===== src/rtl/if_fetch_pc.sv =====
// rtl/if_fetch_pc.sv - Two-wide fetch PC generator and IF/ID pipeline register
module if_fetch_pc #(
    parameter logic [63:0] RESET_PC = 64'h0,
    parameter logic [31:0] NOP_INST = 32'h47ff041f
) (
    input  logic        clock,
    input  logic        reset,
    input  logic        recover,
    input  logic [63:0] recover_target,
    input  logic        halt_req,
    input  logic        id_stall,
    input  logic        imem_valid,
    input  logic [63:0] imem_data,
    input  logic [63:0] btb_pred_addr0,
    input  logic [63:0] btb_pred_addr1,
    input  logic        bp_taken0,
    input  logic        bp_taken1,
    output logic [63:0] if_NPC0,
    output logic [63:0] if_NPC1,
    output logic        id_valid0,
    output logic        id_valid1,
    output logic [31:0] id_inst0,
    output logic [31:0] id_inst1,
    output logic [63:0] id_PC0,
    output logic [63:0] id_PC1,
    output logic [63:0] id_pred_npc0,
    output logic [63:0] id_pred_npc1,
    output logic        if_halted
);

    typedef enum logic {
        S_FETCH  = 1'b0,
        S_HALTED = 1'b1
    } state_t;

    localparam logic [63:0] ALIGN_MASK = ~64'h3;

    state_t      state_q;
    logic [63:0] pc_q;
    logic [63:0] pc_d;
    logic        id_valid0_q;
    logic        id_valid1_q;
    logic [31:0] id_inst0_q;
    logic [31:0] id_inst1_q;
    logic [63:0] id_pc0_q;
    logic [63:0] id_pc1_q;
    logic [63:0] id_pn0_q;
    logic [63:0] id_pn1_q;

    logic        v0;
    logic        v1;
    logic        fetch_en;
    logic [31:0] slot0_inst;
    logic [31:0] slot1_inst;
    logic [63:0] pc_plus4;
    logic [63:0] pc_plus8;
    logic [63:0] pn0;
    logic [63:0] pn1;

    assign pc_plus4 = pc_q + 64'd4;
    assign pc_plus8 = pc_q + 64'd8;

    // An upper-half PC fetches one instruction; a taken slot 0 kills slot 1.
    assign v0 = imem_valid;
    assign v1 = imem_valid & ~pc_q[2] & ~(bp_taken0 & v0);

    assign slot0_inst = pc_q[2] ? imem_data[63:32] : imem_data[31:0];
    assign slot1_inst = v1 ? imem_data[63:32] : NOP_INST;

    assign pn0 = bp_taken0 ? (btb_pred_addr0 & ALIGN_MASK) : pc_plus4;
    assign pn1 = bp_taken1 ? (btb_pred_addr1 & ALIGN_MASK) : pc_plus8;

    assign fetch_en = (state_q == S_FETCH) & imem_valid;

    always_comb begin
        pc_d = pc_q;
        if (recover) begin
            pc_d = recover_target & ALIGN_MASK;
        end else if (!fetch_en || id_stall) begin
            pc_d = pc_q;
        end else if (v0 && bp_taken0) begin
            pc_d = pn0;
        end else if (v1) begin
            pc_d = pn1;
        end else begin
            pc_d = pc_plus4;
        end
    end

    always_ff @(posedge clock) begin
        if (reset) begin
            state_q     <= S_FETCH;
            pc_q        <= RESET_PC;
            id_valid0_q <= 1'b0;
            id_valid1_q <= 1'b0;
            id_inst0_q  <= NOP_INST;
            id_inst1_q  <= NOP_INST;
            id_pc0_q    <= 64'h0;
            id_pc1_q    <= 64'h0;
            id_pn0_q    <= 64'h0;
            id_pn1_q    <= 64'h0;
        end else begin
            pc_q <= pc_d;

            if (recover) begin
                state_q <= S_FETCH;
            end else if (halt_req) begin
                state_q <= S_HALTED;
            end

            // Flush wins over stall so the redirect and the squash land together.
            if (recover) begin
                id_valid0_q <= 1'b0;
                id_valid1_q <= 1'b0;
            end else if (!id_stall) begin
                if (fetch_en) begin
                    id_valid0_q <= v0;
                    id_valid1_q <= v1;
                    id_inst0_q  <= slot0_inst;
                    id_inst1_q  <= slot1_inst;
                    id_pc0_q    <= pc_q;
                    id_pc1_q    <= pc_plus4;
                    id_pn0_q    <= pn0;
                    id_pn1_q    <= pn1;
                end else begin
                    id_valid0_q <= 1'b0;
                    id_valid1_q <= 1'b0;
                end
            end
        end
    end

    assign if_NPC0      = pc_q;
    assign if_NPC1      = pc_plus4;
    assign id_valid0    = id_valid0_q;
    assign id_valid1    = id_valid1_q;
    assign id_inst0     = id_inst0_q;
    assign id_inst1     = id_inst1_q;
    assign id_PC0       = id_pc0_q;
    assign id_PC1       = id_pc1_q;
    assign id_pred_npc0 = id_pn0_q;
    assign id_pred_npc1 = id_pn1_q;
    assign if_halted    = (state_q == S_HALTED);

endmodule


===== config.mk =====
export PLATFORM = sky130hd
export DESIGN_NAME = if_fetch_pc
export DESIGN_NICKNAME = d
export VERILOG_FILES = /design/src/rtl/if_fetch_pc.sv
export SDC_FILE = /design/constraint.sdc
export NUM_CORES = 1
export LEC_CHECK = 0
export BUFFER_PORTS_ARGS = -buffer_cell sky130_fd_sc_hd__buf_4
export CAP_MARGIN = 20
export CELL_PAD_IN_SITES_DETAIL_PLACEMENT = 0
export CELL_PAD_IN_SITES_GLOBAL_PLACEMENT = 1
export CORE_AREA = 3 3 274 276
export DETAILED_ROUTE_END_ITERATION = 8
export DIE_AREA = 0 0 277 279
export PLACE_DENSITY = 0.69
export RECOVER_POWER = 100
export SYNTH_ARGS = -nofsm -noshare
export SYNTH_HDL_FRONTEND = slang
export SYNTH_SLANG_ARGS = --single-unit

===== constraint.sdc =====
create_clock -name clock -period 2.45 [get_ports clock]
set_input_delay 0.49 -clock clock [delete_from_list [all_inputs] [get_ports clock]]
set_output_delay 0.49 -clock clock [all_outputs]
set_load 0.01 [all_outputs]

==> results.yml <==
synth:
  yosysMostFrequentCell: "nand2_1"
  synth_area_um2: 19380
  ys_warn_count: 0
  synthArstFlopShare_pct: 0
  synth_ff_type: "dfxtp_1"
  synth_area_leader_cell: "dfxtp_1"
  yosys.area.top_type_share_pct: 39.76
  ys_seq_area_share_pct: 39.76
  syn_area_per_cell_um2: 7.629
  ys_top_cells_by_area: "dfxtp_1, nand2_1, a21oi_1"
  ys_seq_elements: 385
  synth.distinct_cells: 81
  yosys-top-cells-count: "nand2_1, dfxtp_1, a21oi_1"
  synth_edf_count: 0
  postSynthNetCount: 2807
  synthCells: 2541
global_routing:
  first_global_vias: 22740
  grt_start_max_net_pins: 82
  grt_pass1_wl_mm: 165.3
  antenna_found_initial: 19
  grt_overflow: 0
  grt_usage_pct: 28.74
detailed_routing:
  firstDrtPassIters: 5
  via_per_inst: 5.207
  wire_per_inst_um: 25.99
  ant_nets: 0
  num_vias: 23530
  drt_wl_total_mm: 117.4
  drt_iter0_markers: 1782
  drc: 0
die:
  rows: 99
  core_um2: 72830
  initial_core_util_pct: 26.61
  die_y_um: 279
  dieArea_um2: 77280
  pin_count: 715
  die_w_um: 277
timing:
  timing.fmax_ghz: 0.3054
  fin_crit_ns: 3.274
  slew-limit-headroom_pct: 31.26
  report.final.setup_viol: 150
  tightest_slew_ns: 1.031
  hold_viol_final: 0
  whs_ns: 0.1068
  final.setup.worst_slack_ns: -0.8244
  fin_crit_sh_pct: 133.6
  slew_viol_final: 0
  tns_ns: -39.83
  rsz0062_at_grt: "true"
  fin_skew_ns: 0.01950
setup_path:
  critPathKind: "flip-flop to output port"
  reg2reg_depth: 8
  cp-end-kind: "output port"
  path_delay_family: "buffers and inverters"
  start_kind: "flip-flop"
  r2r_setup_slack_ns: -0.37
  crit_slowest_cell: "dfxtp_4"
  reg2reg_from: "if_NPC0[39]$_SDFFE_PP0P_"
  crit_arrival_ns: 2.78
  worstPathCellList: "ha_4 -> nand4_1 -> buf_6 -> nor4_4 -> buf_6 -> buf_4 -> buf_6 -> and3_4 -> nand2_4 -> xor2_4 -> inv_4 -> buf_6"
  cp.required_ns: 1.96
  path_buf_inv: 6
  crit_top_cell: "buf_6"
  worstPathMaxFanout: 4
  critical-path-max-stage-delay_ns: 0.36
  timing.rr.end: "if_NPC0[47]$_SDFFE_PP0P_"
placed_design:
  place_congestion: 0.9362
  portBuffers: 708
  placedCellCount: 4315
  dp_slack_ns: -0.4050
  dp_hpwl_mm: 88.00
clock_network:
  clock-sinks: 385
  cts_tree: "yes"
  htree_num_levels: 2
  clk_pin_slew_worst_paths_ns: 0.06
  cts.path.max_buffers: 3
  clockRootBuffer: "clkbuf_16"
  cts_buffers: 50
  clkLatencyLatePin_ns: 0.61
outcome:
  violations: "setup timing"
  outcome: "finished, violations left"
layout:
  layout.nets: 3774
  fill_cells: 7786
  multi_input_area_um2: 12270
  post-route-util_pct: 42.86
  layout.cells.non_filler: 4519
  seqCellArea_um2: 7749
  drive_gt1_share_pct: 32.93
  area_growth_pct: 61.05
power_and_ir_drop:
  power.leakage_nw: 12.42
  ir_drop_uv: 611.3
  powerDensity_nw_per_um2: 570.9
min_path:
  holdPathStages: 2
  hold-path-endpoint: "if_halted$_SDFFE_PP0P_"
  min_from: "halt_req"
  hold_path.class: "primary input to flip-flop"
flow_run:
  maxCapViolCount: 0
==> kinds of logic (layout without fill, tap and decap cells) <==
logic type	count (synthesis)	count (layout)	synth area share, %
simple gates	1056	1057	25.25
compound gates	656	656	21.25
flops	385	385	39.76
buf+inv	289	1294	6.229
xor+xnor	112	112	5.254
mux	41	41	2.124
fa+ha+maj	2	2	0.1291
other cells	0	13	0
==> layer usage <==
metal	up-vias	global-route usage, %	share of wire (%)
met5	-	0	0.034
met4	6	9.186	3.0
met3	181	7.065	8.0
met2	995	46.57	46
met1	11480	37.64	43
li1	10870	-	-
==> area by class of cell <==
type,instances,share of cell area [%]
Clock inverter,20,0.7094
Timing Repair Buffer,1169,26.09
Inverter,34,0.4168
Antenna cell,13,0.1042
Tap cell,959,3.843
Clock buffer,71,4.717
Multi-Input combinational cell,1868,39.30
Sequential cell,385,24.82
==> flip-flops by register name, summed over array words and instances (netlist names), named ones only <==
register / cells
id_inst0: 32
id_PC1: 62
id_pred_npc1: 64
if_halted: 1
id_valid1: 1
if_NPC0: 62
id_inst1: 32
id_PC0: 64
id_valid0: 1
id_pred_npc0: 64
==> metrics by stage <==
stage | area (um2) | total power [mW]
final | 31220 | 17.83
after CTS | 31680 | 18.02
after floorplan | 19610 | 8.170
after detailed placement | 28080 | 10.08
after global routing | 31210 | 18.45
after global placement | 28080 | 10.07
==> worst max path at each step <==
| stage | cells after the start | startpoint | slack, ns | to |
|---|---|---|---|---|
| 2_1_floorplan | 7 | if_NPC0[36]$_SDFFE_PP0P_ | -0.03 | if_NPC1[57] |
| 3_3_place_gp | 10 | if_NPC0[3]$_SDFFE_PP0P_ | -0.37 | if_NPC1[59] |
| 3_5_place_dp | 11 | if_NPC0[4]$_SDFFE_PP0P_ | -0.41 | if_NPC1[57] |
| 4_1_cts | 12 | if_NPC0[3]$_SDFFE_PP0P_ | -0.86 | if_NPC1[45] |
| 5_1_grt | 6 | if_NPC0[39]$_SDFFE_PP0P_ | -0.91 | if_NPC1[47] |
| 6_report | 12 | if_NPC0[3]$_SDFFE_PP0P_ | -0.82 | if_NPC1[41] |
==> worst reg2reg max path, cell delays in order, from the launching register on <==
cell,delay (ns)
dfxtp_1,0.36
buf_4,0.22
nand4_1,0.25
nor4_1,0.85
nand4_1,0.34
xor2_1,0.23
nor2_1,0.13
nor3_1,0.07
o32ai_1,0.29
==> placed cells by master, fill, tap and decap left out, types with 15 or more instances in the layout <==
cell type	Yosys	routed
xor2_1	44	25
and3_1	30	24
inv_2	0	16
nor2_1	235	209
a31oi_1	27	27
a211oi_1	50	43
buf_12	0	24
a22oi_1	15	15
buf_4	16	670
clkbuf_16	0	52
clkbuf_1	180	365
mux2i_1	40	39
o21ai_0	134	122
nand3_4	0	17
nand4_1	34	34
nand2b_1	38	38
xnor2_2	3	21
inv_1	33	17
nand3_1	106	87
nor3_1	84	73
buf_6	2	103
xnor2_4	0	18
a21oi_1	239	230
xnor2_1	63	27
nand2_1	442	424
o211ai_1	71	71
dfxtp_1	385	366
==> power by group <==
group          switching [mW]  total [mW]  internal, mW  leakage, nW
registers               0.173        6.67          6.50         3.14
logic                    2.01        3.42          1.42         8.43
clock network            3.13        7.73          4.60        0.841
total                    5.31        17.8          12.5         12.4
==> what timing repair did <==
| item | 4_1_cts | 5_1_grt |
|---|---|---|
| setup endpoints to repair | 106 | 172 |
| cloned | 1 | 0 |
| resized for setup | 278 | 168 |
| pin swaps | 89 | 98 |
| hold buffers | 0 | 0 |
| setup buffers | 75 | 50 |
Note: power is estimated with default switching activity, not from simulation.
